### src/rtl/ps2_key_decoder.sv
// ============================================================================
//  Module   : ps2_key_decoder
//  Brief    : PS/2 keyboard receiver producing a toggle-flagged key event word.
//  Revision : 1.0 - initial release
// ============================================================================
`default_nettype none

module ps2_key_decoder #(
    parameter int FILTER_LEN = 8,
    parameter int TIMEOUT    = 56000
) (
    input  logic        clk_sys,
    input  logic        reset,
    input  logic        ps2_clk,
    input  logic        ps2_data,
    output logic [10:0] ps2_key,
    output logic        frame_err
);

    localparam int             c_WD_W   = (TIMEOUT > 2) ? $clog2(TIMEOUT) : 1;
    localparam logic [c_WD_W-1:0] c_WD_MAX = c_WD_W'(TIMEOUT - 1);
    localparam logic [7:0]     c_FLT_MAX = 8'(FILTER_LEN - 1);

    typedef enum logic [1:0] {
        S_IDLE   = 2'd0,
        S_DATA   = 2'd1,
        S_PARITY = 2'd2,
        S_STOP   = 2'd3
    } state_t;

    logic [1:0] w_raw;
    logic [1:0] w_filt;

    assign w_raw = {ps2_data, ps2_clk};

    // Line [0] is the PS/2 clock, line [1] the PS/2 data.
    for (genvar i = 0; i < 2; i++) begin : g_filter
        logic       r_s1;
        logic       r_s2;
        logic       r_filt;
        logic [7:0] r_cnt;

        always_ff @(posedge clk_sys) begin
            if (reset) begin
                r_s1   <= 1'b1;
                r_s2   <= 1'b1;
                r_filt <= 1'b1;
                r_cnt  <= 8'd0;
            end else begin
                r_s1 <= w_raw[i];
                r_s2 <= r_s1;
                if (r_s2 == r_filt) begin
                    r_cnt <= 8'd0;
                end else if (r_cnt == c_FLT_MAX) begin
                    r_filt <= r_s2;
                    r_cnt  <= 8'd0;
                end else begin
                    r_cnt <= r_cnt + 8'd1;
                end
            end
        end

        assign w_filt[i] = r_filt;
    end

    logic w_clk_f;
    logic w_data_f;
    logic r_clk_f_d;
    logic w_fall;

    assign w_clk_f  = w_filt[0];
    assign w_data_f = w_filt[1];
    assign w_fall   = r_clk_f_d & ~w_clk_f;

    state_t              r_state;
    logic [2:0]          r_bitcnt;
    logic [7:0]          r_shift;
    logic                r_parity;
    logic [c_WD_W-1:0]   r_wdog;
    logic                r_ext;
    logic                r_rel;
    logic [2:0]          r_skip;

    always_ff @(posedge clk_sys) begin
        if (reset) begin
            r_clk_f_d <= 1'b1;
            r_state   <= S_IDLE;
            r_bitcnt  <= 3'd0;
            r_shift   <= 8'd0;
            r_parity  <= 1'b0;
            r_wdog    <= '0;
            r_ext     <= 1'b0;
            r_rel     <= 1'b0;
            r_skip    <= 3'd0;
            ps2_key   <= 11'd0;
            frame_err <= 1'b0;
        end else begin
            r_clk_f_d <= w_clk_f;
            frame_err <= 1'b0;
            if (w_fall) begin
                r_wdog <= '0;
                case (r_state)
                    S_IDLE: begin
                        if (!w_data_f) begin
                            r_state  <= S_DATA;
                            r_bitcnt <= 3'd0;
                        end
                    end
                    S_DATA: begin
                        r_shift  <= {w_data_f, r_shift[7:1]};
                        r_bitcnt <= r_bitcnt + 3'd1;
                        if (r_bitcnt == 3'd7)
                            r_state <= S_PARITY;
                    end
                    S_PARITY: begin
                        r_parity <= w_data_f;
                        r_state  <= S_STOP;
                    end
                    S_STOP: begin
                        r_state <= S_IDLE;
                        if (w_data_f && (^{r_shift, r_parity})) begin
                            // Pause sequence swallowing overrides every other rule.
                            if (r_skip != 3'd0) begin
                                r_skip <= r_skip - 3'd1;
                            end else begin
                                case (r_shift)
                                    8'hE0: r_ext  <= 1'b1;
                                    8'hF0: r_rel  <= 1'b1;
                                    8'hE1: r_skip <= 3'd7;
                                    8'hFA, 8'hAA, 8'hEE, 8'hFE, 8'h00, 8'hFF: begin
                                        r_ext <= 1'b0;
                                        r_rel <= 1'b0;
                                    end
                                    default: begin
                                        ps2_key <= {~ps2_key[10], ~r_rel, r_ext, r_shift};
                                        r_ext   <= 1'b0;
                                        r_rel   <= 1'b0;
                                    end
                                endcase
                            end
                        end else begin
                            frame_err <= 1'b1;
                        end
                    end
                endcase
            end else if (r_state == S_IDLE) begin
                r_wdog <= '0;
            end else if (r_wdog == c_WD_MAX) begin
                r_wdog    <= '0;
                r_state   <= S_IDLE;
                frame_err <= 1'b1;
            end else begin
                r_wdog <= r_wdog + 1'b1;
            end
        end
    end

endmodule

`default_nettype wire

### config.mk
export PLATFORM = sky130hd
export DESIGN_NAME = ps2_key_decoder
export DESIGN_NICKNAME = d
export VERILOG_FILES = /design/src/rtl/ps2_key_decoder.sv
export SDC_FILE = /design/constraint.sdc
export NUM_CORES = 1
export LEC_CHECK = 0
export CAP_MARGIN = 20
export CELL_PAD_IN_SITES_DETAIL_PLACEMENT = 1
export CELL_PAD_IN_SITES_GLOBAL_PLACEMENT = 1
export CORE_UTILIZATION = 46
export DETAILED_ROUTE_END_ITERATION = 10
export PLACE_DENSITY = 0.83
export SKIP_CTS_REPAIR_TIMING = 1
export SLEW_MARGIN = 20
export SYNTH_ARGS = -nofsm -noshare
export SYNTH_HDL_FRONTEND = slang
export SYNTH_SLANG_ARGS = --single-unit
### constraint.sdc
create_clock -name clk_sys -period 3.05 [get_ports clk_sys]
set_input_delay 0.61 -clock clk_sys [delete_from_list [all_inputs] [get_ports clk_sys]]
set_output_delay 0.61 -clock clk_sys [all_outputs]
set_load 0.05 [all_outputs]
Word level (Yosys, flattened, before mapping)
Cells that the tools add are included.
W data, S select, Z words.
{"block": "op_classes", "bitwise_logic": 10, "mux": 17, "add_sub_neg": 5, "n_eq_ne": 20, "reduce_logical": 24}
{"cell": "$eq A8 B8 Y1 const B", "count": 8}
{"cell": "$add A16 B1 Y16 const B", "count": 1}
{"cell": "$add A8 B1 Y8 const B", "count": 2}
{"cell": "$eq A16 B16 Y1 const B", "count": 1}
{"cell": "$eq A8 B3 Y1 const B", "count": 2}
{"cell": "$reduce_and A5 Y1", "count": 3}
{"cell": "$mux W2", "count": 5}
{"cell": "$mux W3", "count": 3}
{"cell": "$not A1 Y1", "count": 9}
{"cell": "$reduce_or A9 Y1", "count": 1}
{"cell": "$reduce_xor A9 Y1", "count": 1}
{"cell": "$logic_not A8 Y1", "count": 1}
{"cell": "$pmux W2 S4", "count": 1}
{"cell": "$reduce_and A2 Y1", "count": 4}
{"cell": "$reduce_and A4 Y1", "count": 2}
{"cell": "$pmux W3 S2", "count": 1}
{"cell": "$reduce_bool A2 Y1", "count": 3}
{"cell": "$reduce_or A3 Y1", "count": 2}
{"cell": "$mux W1", "count": 5}
{"cell": "$eq A2 B2 Y1 const B", "count": 2}
{"cell": "$ne A2 B2 Y1 const B", "count": 2}
{"cell": "$pmux W1 S2", "count": 2}
{"cell": "$reduce_or A2 Y1", "count": 2}
{"cell": "$reduce_or A4 Y1", "count": 1}
{"cell": "11 further kinds", "count": 12}
{"block": "word_totals", "register_bits": 70, "word_cells": 95, "output_inout_bits": 12, "input_bits": 4}

Logic depth before layout (Yosys ltp)
{"block": "depth", "depth_word": 5, "mapped_depth": 8, "depth_no_buf": 7}

Least setup slack after synthesis
OpenSTA, ideal clock, no wires.
{"block": "synth_timing", "path_kind": "flip-flop to flip-flop", "start": "reg r_shift[4]", "end": "reg ps2_key[10]", "synth_period_minus_slack_ps": 2167, "arrival_ps": 2045, "slack_ps": 883, "stages_incl_launch_ff": 8, "setup_time_ps": 121, "required_time_ps": 2929, "n_path_buf": 2, "path_cell_list": "dfxtp_1 -> buf_4 -> xnor2_4 -> xnor3_2 -> xor2_1 -> nor4_4 -> buf_6 -> mux2_4"}
{"block": "synth_via", "elab_chain_cells": 4, "elab_cells_between_ends": 14, "cone_classes": "eq/ne: 8; bitwise: 1; reduce/logical: 5"}
{"item": "start: declaration", "line": "77", "rtl": "logic [7:0] r_shift;"}
{"item": "start signal: assignment", "line": "110", "rtl": "r_shift <= {w_data_f, r_shift[7:1]};"}
{"item": "$eq A8 B8 Y1 / $logic_not A8 Y1 (equally long branches)", "line": "126", "rtl": "case (r_shift)"}
{"item": "$reduce_or A9 Y1 (no line)"}
{"item": "$not A1 Y1 (no line)"}
{"item": "$reduce_and A5 Y1 (no line) (*)"}
{"item": "end signal: assignment", "line": "135", "rtl": "ps2_key <= {~ps2_key[10], ~r_rel, r_ext, r_shift};"}
{"item": "end: declaration", "line": "16", "rtl": "output logic [10:0] ps2_key,"}
Mark *: on every way between the ends. The rest lies on a longest branch, timed or not.
A chain may end at the register's enable or synchronous reset.

Worst setup path after layout
{"block": "layout_timing", "start": "reg r_shift[4]", "end": "reg ps2_key[2]"}
Same word-level chain as after synthesis.

==> metrics <==
post-route clock skew 10.4 ps; clock tree from TritonCTS yes; post-DR wirelength/cell 14.8 microns; CTS H-tree depth 3; Global Route met3 Usage 0.0433; Yosys top cell area share 0.436; maximum achievable frequency 387 MHz; final global-route overflow total 0; highest cell delay on the worst timing path 600 ps; global-route wire length before repair 11500 microns; Least-Margin Pin Slew 616 ps; global router's overall resource usage 0.202; total number of yosys warnings 0; overall die width 85.6 microns; most frequent cell after synthesis sky130_fd_sc_hd__dfxtp_1; Core Footprint 0.00676 sq mm; io pins 16; number of buffers on the longest clock path 2; post-detail-place hpwl 4470 microns; fraction of final layout cells with drive strength greater than 1 0.0668; number of enable flip-flop cells after synthesis 0; share of async-settable or async-resettable flops after synthesis 0; number of vias after detailed routing 2470; count of max-cap constraint violations 0; power per cell area 473 mW/mm^2; height of the die 85.6 microns; number of distinct library cells after synthesis 49; Max stage delay cell, worst path sky130_fd_sc_hd__nor4_4; antenna diode count 0; highest fanout seen on the critical path 10; status complete, no violations; count of unresolved DRC violations after routing 0; top flip-flop cell by instance count after synthesis sky130_fd_sc_hd__dfxtp_1; count of nets left with antenna violations after detail routing 0; number of flip-flops and latches in the synthesized netlist 70; largest cells by area after synthesis sky130_fd_sc_hd__dfxtp_1, sky130_fd_sc_hd__nand2_1, sky130_fd_sc_hd__xor2_1; final hold violation count 0; Post-Syn Nets 378; cell type with the highest aggregate area in the netlist sky130_fd_sc_hd__dfxtp_1; TNS Setup 0 ps; Relative slew margins 0.583; category of the worst setup path capture point register; GR Util met1 0.243; effective utilization at floorplan 0.476; number of I/O port buffers 15; minimum clock period after layout 2590 ps; largest voltage drop on the vdd net 0.218 mV; number of CTS-inserted buffers 9; CP arrival 2870 ps; count of TritonRoute iterations in the first routing pass 4; TritonCTS sink count 70; cell leakage power 1.25 nW; type of origin of the critical path register; Reg clk slew, reported paths 80 ps; total die area 0.00732 sq mm; Clock Latency Late Sink 350 ps; busiest layer in global routing met2; maximum number of pins on one net before global-route repair 18; number of antenna violations at the first check in global routing 0; met2 usage in global routing 0.338; clock tree root buffer cell sky130_fd_sc_hd__clkbuf_8; final WL 6700 microns; commonest cells in the netlist sky130_fd_sc_hd__dfxtp_1, sky130_fd_sc_hd__nand2_1, sky130_fd_sc_hd__nor2_1; Vias/cell 5.44; Synth-to-Final Area Change 11.3%; Worst EP required 3330 ps; min setup slack post-route 464 ps; post-synthesis instance area 0.00321 sq mm; cells along the critical path xnor2_4 -> xnor3_2 -> xor2_1 -> nor4_4 -> buf_4 -> mux2i_1; final core utilization 0.529; layout net count 386; worst slack after detailed placement 467 ps; kind of critical path reg2reg; placement row count 30; RSZ-0062 raised after global routing no; Tcrit/Tclk final 0.848; Final Hold Slack 412 ps; number of design-rule violations left by the first detailed-router iteration 61; final number of setup-violating endpoints 0; vias in the first global route 2488; per-instance average area after synthesis 8.85 sq um; synthesized instance count 363; Hold Path Class reg2reg; Routability Congestion 0.785; sequential element share of the synthesized area 0.436; Pins Over Slew Limit 0
## sequential cells by signal (all words and copies together) (netlist names)
| name | flops |
|---|---|
| frame_err | 1 |
| r_ext | 1 |
| g_filter.r_filt | 2 |
| ps2_key | 11 |
| r_state | 2 |
| r_parity | 1 |
| r_clk_f_d | 1 |
| g_filter.r_s1 | 2 |
| r_shift | 8 |
| r_skip | 3 |
| g_filter.r_cnt | 16 |
| g_filter.r_s2 | 2 |
| r_bitcnt | 3 |
| r_rel | 1 |
| r_wdog | 16 |
## per-stage QoR
stage | power [mW] | area, sq um | instances
5_1_grt | 1.75 | 3580 | 454
4_1_cts | 1.71 | 3580 | 454
6_report | 1.69 | 3580 | 454
3_5_place_dp | 0.964 | 3390 | 440
2_1_floorplan | 0.954 | 3210 | 363
3_3_place_gp | 0.963 | 3390 | 440
## logic make-up (layout without fill, tap and decap cells)
logic type	Yosys count	in the layout	share of synthesized area
flops	70	70	0.436
simple gates	162	162	0.240
fa+ha+maj	11	11	0.0428
mux	14	14	0.0456
compound gates	39	39	0.0787
buf+inv	31	42	0.0432
xor+xnor	36	36	0.113
## final cells by class
| class | count | area (sq um) |
|---|---|---|
| Inverter | 9 | 33.8 |
| Clock inverter | 1 | 30.0 |
| Multi-Input combinational cell | 262 | 1670 |
| Fill cell | 806 | 3180 |
| Sequential cell | 70 | 1400 |
| Timing Repair Buffer | 19 | 180 |
| Clock buffer | 13 | 159 |
| Tap cell | 80 | 100 |
## cells in the final DEF, fill, tap and decap left out, types with 11 or more instances in the layout
cell,netlist,routed
sky130_fd_sc_hd__a21oi_1,15,15
sky130_fd_sc_hd__clkbuf_8,0,11
sky130_fd_sc_hd__clkdlybuf4s50_1,0,15
sky130_fd_sc_hd__dfxtp_1,70,70
sky130_fd_sc_hd__ha_1,11,11
sky130_fd_sc_hd__mux2i_1,12,12
sky130_fd_sc_hd__nand2_1,51,51
sky130_fd_sc_hd__nand3_1,24,24
sky130_fd_sc_hd__nor2_1,41,41
sky130_fd_sc_hd__xnor2_1,14,14
sky130_fd_sc_hd__xor2_1,18,18
## critical path, delay by kind of cell (launching register included)
| family | cells | cell delay [ps] |
|---|---|---|
| xor gates and xnor gates | 3 | 870 |
| and+or+nand+nor | 1 | 600 |
| DFF | 1 | 590 |
| buffers and inverters | 1 | 260 |
| muxes | 1 | 190 |
## worst paths after layout
path	start	to	slack, ps	cells after the start
setup reg to reg	r_shift[4]	ps2_key[2]	460	6
setup / recovery	r_shift[4]	ps2_key[2]	460	6
hold / removal	g_filter[1].r_s1	g_filter[1].r_s2	410	1
hold reg to reg	g_filter[1].r_s1	g_filter[1].r_s2	410	1
## where the power goes
part	total [mW]	switching, mW	internal, mW
clock	0.749	0.335	0.415
combinational	0.0245	0.0159	0.00861
sequential	0.918	0.00153	0.917
## routing by layer
layer / vias to the layer above / part of all wire
met1: 1188 / 0.47
met2: 27 / 0.48
met5: - / 0
met3: 17 / 0.022
met4: 0 / 0.027
li1: 1238 / -
(Power assumes the default switching activity.)
